$ cat src/rtl/mem_resp.sv
// mem_resp: fixed-latency word-memory responder with Stall/Done handshake.
// Define MEM_RESP_HIT_EN to add a single-entry read hit buffer (CacheHit fast path).
module mem_resp #(
    parameter int DEPTH_LOG2 = 8,
    parameter int LATENCY = 4
) (
    input  logic        clk,
    input  logic        rst,
    input  logic        Rd,
    input  logic        Wr,
    input  logic [15:0] Addr,
    input  logic [15:0] DataIn,
    output logic [15:0] DataOut,
    output logic        Done,
    output logic        Stall,
    output logic        CacheHit,
    output logic        err
);
    typedef enum logic [1:0] {IDLE, BUSY, DONE} state_t;
    state_t state, state_nx;
    logic [3:0] cnt;
    logic l_rd, l_wr, l_err, l_hit;
    logic [DEPTH_LOG2-1:0] l_idx;
    logic [15:0] l_din, rd_data;
    logic [15:0] mem [0:2**DEPTH_LOG2-1];
    logic req, in_err, hit_now, done;
    assign req = Rd | Wr;
    assign done = state == DONE;
    assign in_err = Addr[0] | (|(Addr >> (DEPTH_LOG2 + 1))) | (Rd & Wr);
    always_comb begin
        state_nx = state == DONE ? IDLE :
                   state == BUSY ? (cnt == 4'd1 ? DONE : BUSY) :
                   req ? ((LATENCY == 1 || hit_now) ? DONE : BUSY) : IDLE;
    end
    always_ff @(posedge clk or posedge rst) begin
        if (rst) begin
            state <= IDLE;
            cnt   <= '0;
            l_rd  <= 1'b0;
            l_wr  <= 1'b0;
            l_err <= 1'b0;
            l_hit <= 1'b0;
            l_idx <= '0;
            l_din <= '0;
        end else begin
            state <= state_nx;
            if (state == IDLE && req) begin
                cnt   <= 4'(LATENCY - 1);
                l_rd  <= Rd;
                l_wr  <= Wr;
                l_err <= in_err;
                l_hit <= hit_now;
                l_idx <= Addr[DEPTH_LOG2:1];
                l_din <= DataIn;
            end else if (state == BUSY) begin
                cnt <= cnt - 4'd1;
            end
        end
    end
    // array has no reset; contents persist across rst
    always_ff @(posedge clk) begin
        if (done && l_wr && !l_err)
            mem[l_idx] <= l_din;
    end
`ifdef MEM_RESP_HIT_EN
    logic hv;
    logic [DEPTH_LOG2-1:0] h_idx;
    logic [15:0] h_data;
    assign hit_now = hv && h_idx == Addr[DEPTH_LOG2:1] && Rd && !in_err;
    assign rd_data = l_hit ? h_data : mem[l_idx];
    always_ff @(posedge clk or posedge rst) begin
        if (rst) begin
            hv     <= 1'b0;
            h_idx  <= '0;
            h_data <= '0;
        end else if (done && !l_err) begin
            hv     <= 1'b1;
            h_idx  <= l_idx;
            h_data <= l_wr ? l_din : rd_data;
        end
    end
`else
    assign hit_now = 1'b0;
    assign rd_data = mem[l_idx];
`endif
    assign Done = done;
    assign err = done & l_err;
    assign CacheHit = done & l_hit;
    assign DataOut = (done && l_rd && !l_err) ? rd_data : 16'h0000;
    assign Stall = ~rst & ((state == BUSY) | ((state == IDLE) & req));
endmodule

$ cat config.mk
export PLATFORM = sky130hd
export DESIGN_NAME = mem_resp
export DESIGN_NICKNAME = d
export VERILOG_FILES = /design/src/rtl/mem_resp.sv
export SDC_FILE = /design/constraint.sdc
export NUM_CORES = 2
export LEC_CHECK = 0
export ABC_CLOCK_PERIOD_IN_PS = 12320
export CAP_MARGIN = 20
export CORE_MARGIN = 2
export CORE_UTILIZATION = 60
export DETAILED_ROUTE_END_ITERATION = 7
export PLACE_DENSITY = 0.76
export SLEW_MARGIN = 20
export SYNTH_ARGS = -nofsm -noshare
export SYNTH_HDL_FRONTEND = slang
export SYNTH_SLANG_ARGS = --single-unit
export TNS_END_PERCENT = 100
$ cat constraint.sdc
create_clock -name clk -period 12.32 [get_ports clk]
set_input_delay 1.848 -clock clk [delete_from_list [all_inputs] [get_ports clk]]
set_output_delay 1.848 -clock clk [all_outputs]
set_load 0.05 [all_outputs]
==> reports/metrics.cfg <==
[critical_path]
ff2ff_path_depth = 8
start_kind = flop
endpoint_kind = output port
path_max_fanout = 91
worst_ep_required_time_ns = 10.47
crit_arrival_ns = 7.12
path_class = reg2out

[floorplan]
die_y_um = 517
start_util_pct = 60.3
row_count = 188
io-pin-count = 56
die_w_um = 517
coreArea_sq_um = 262000
dieArea_sq_um = 268000

[place]
gp_congestion = 0.888
port_buffers = 54
dp_hpwl_mm = 223

[synthesis]
synth.net_count = 7807
yosysWarnings = 0
synth-edff-count = 4096
ys_seq_elements = 4129
synth-async-reset-ratio_pct = 0.799
syn_inst = 7769
yosys.cell_types.count = 57
synth_ff_type = edfxtp_1
syn_area_per_cell_sq_um = 20.3
yosysSeqAreaShare_pct = 78.3
synth_area_sq_um = 158000

[clocking]
clk_pin_slew_ns = 0.06
ctsResizeCount = 0
clock_latency_ns = 0.91
htree_num_levels = 5
clock_sink_count = 4129
cts_tree = yes
clock_path_buffers = 4
cts_buffers = 396
cts_hold_buf = 0
postCtsSetupRepairBufs = 0
cts_root_buf = clkbuf_16

[sta]
report.final.slew_viol_count = 0
finClkSkew_ns = 0.0497
max_slew_margin_pct = 18.0
tightest_slew_ns = 1.23
fin_crit_sh_pct = 72.8
fin_crit_ns = 8.97
max_freq_mhz = 111
hold_viol = 0
finalSetupViolCount = 0
holdWs_ns = 0.497
finalSetupTns_ns = 0
rsz0062_at_grt = false

[grt]
track_usage_pct = 29.7
grt_pass1_wl_mm = 569
grt_max_degree = 202
antenna_found_initial = 19
grt_overflow = 0
grt_pass1_vias = 79854

[power]
vdd_ir_drop_max_mv = 0.224
leakage_nw = 57.3
powerDensity_nw_per_um2 = 229

[finish]
final_cell_mix = edfxtp_1 (4096), mux2i_1 (992), mux4_2 (525)
final_common_cell = edfxtp_1
synthToLayoutAreaGrowth_pct = 11.9
multi_input_area_sq_um = 32100
final_nets = 8151
drive_gt1_share_pct = 18.3
final_core_util_pct = 67.4
seq_area_sq_um = 124000
num-fill-cells = 15764

[route]
wl_mm = 398
firstDrtPassIters = 6
routed_via_density = 6.80
routedWlPerCell_um = 33.2
drtIter0Drc = 12341
drcViolationCount = 0
via_count = 81296
ant_nets = 0

[status]
status = complete, no violations

[flow_run]
drv_cap = 0

[min_path]
hold_class = reg2reg
whs_path_depth = 1

-- power by group --
group / total [mW] / internal [mW] / switching (mW)
clock: 12.1 / 7.00 / 5.09
sequential: 18.3 / 17.6 / 0.615
combinational: 10.2 / 3.40 / 6.83
-- area by class of cell --
type | instances | area share [%]
clock buffers | 487 | 5.88
multi-input cells | 3166 | 18.1
inverters | 4 | 0.00849
flip-flops and latches | 4129 | 70.1
diodes | 6 | 0.00849
well taps | 3515 | 2.49
clock inverters | 237 | 1.38
repair buffers | 416 | 2.05
-- kinds of logic (layout without fill, tap and decap cells) --
group | count (synthesis) | after routing | synth area share, %
buf+inv | 474 | 1144 | 1.51
simple gates | 652 | 652 | 2.02
flops | 4129 | 4129 | 78.3
fa+ha+maj | 2 | 2 | 0.0158
other cells | 1 | 7 | 0.00237
mux | 1545 | 1545 | 14.0
compound gates | 966 | 966 | 4.12
-- through the flow --
stage | worst slack [ns] | total power, mW | cells | area [sq um]
final | 3.35 | 40.6 | 11960 | 177000
after global routing | 3.48 | 41.6 | 11960 | 177000
after CTS | 3.57 | 40.4 | 11946 | 177000
after detailed placement | 4.54 | 28.5 | 11222 | 164000
after global placement | 4.56 | 28.2 | 11222 | 164000
after floorplan | 7.45 | 25.3 | 7769 | 158000
-- critical path, cell delays in order (launching register included) --
cell             delay (ns)
dfrtp_4                0.84
buf_12                 0.49
and2_4                 0.95
buf_4                  0.67
a221oi_1               0.22
o21ai_0                0.21
a31oi_1                0.22
a21oi_1                1.01
nand4_1                0.50
clkdlybuf4s50_1        0.84
-- synth_stat cells, types with 7 or more instances --
master    count  area share, %
and3_1       19          0.075
a221oi_1    189            1.0
mux4_2      525            7.5
dfrtp_1      33           0.52
buf_2       161           0.51
mux2_2       26           0.19
a22o_1       17          0.094
a22oi_1     177           0.84
nand4_1      64           0.25
nand2_1     106           0.25
clkbuf_1    208           0.49
o21ai_1      31          0.098
buf_6        14           0.10
edfxtp_1   4096             78
or4_1        62           0.29
o211ai_1     33           0.16
nor2b_1      10          0.040
nand3_1      73           0.23
buf_4        67           0.32
and2_1        7          0.028
o21ai_0     116           0.37
o22ai_1     256            1.0
nor2_1      271           0.64
a31oi_1      32           0.13
mux2i_1     992            6.3
buf_1        14          0.033
a21oi_1     110           0.35
-- registers in the layout, indices dropped and copies added (netlist names) --
signal	cells
cnt	4
l_din	16
l_err	1
l_idx	8
l_rd	1
l_wr	1
mem	4096
state	2
-- per-layer routing --
| metal | track usage (%) | vias up | share of wire (%) |
|---|---|---|---|
| met2 | 46.1 | 5309 | 47 |
| met5 | 0 | - | 0.029 |
| met1 | 40.5 | 41960 | 36 |
| met3 | 6.34 | 924 | 11 |
| met4 | 14.4 | 18 | 5.7 |
| li1 | - | 33085 | - |
-- final timing paths --
path                                            from                    end  slack [ns]
max in group asynchronous                        rst   l_idx[0]$_DFFE_PP0P_       10.48
worst max-delay path            l_idx[3]$_DFFE_PP0P_            DataOut[12]        3.35
worst min register to register    cnt[3]$_DFFE_PP0N_     state[1]$_DFF_PP0_        0.50
worst min-delay path              cnt[3]$_DFFE_PP0N_     state[1]$_DFF_PP0_        0.50
min in group asynchronous                        rst   l_idx[4]$_DFFE_PP0P_        1.42
worst max register to register  l_idx[0]$_DFFE_PP0P_  mem[15][10]$_DFFE_PP_        6.62
No activity file was read; power rests on OpenSTA's default activity.
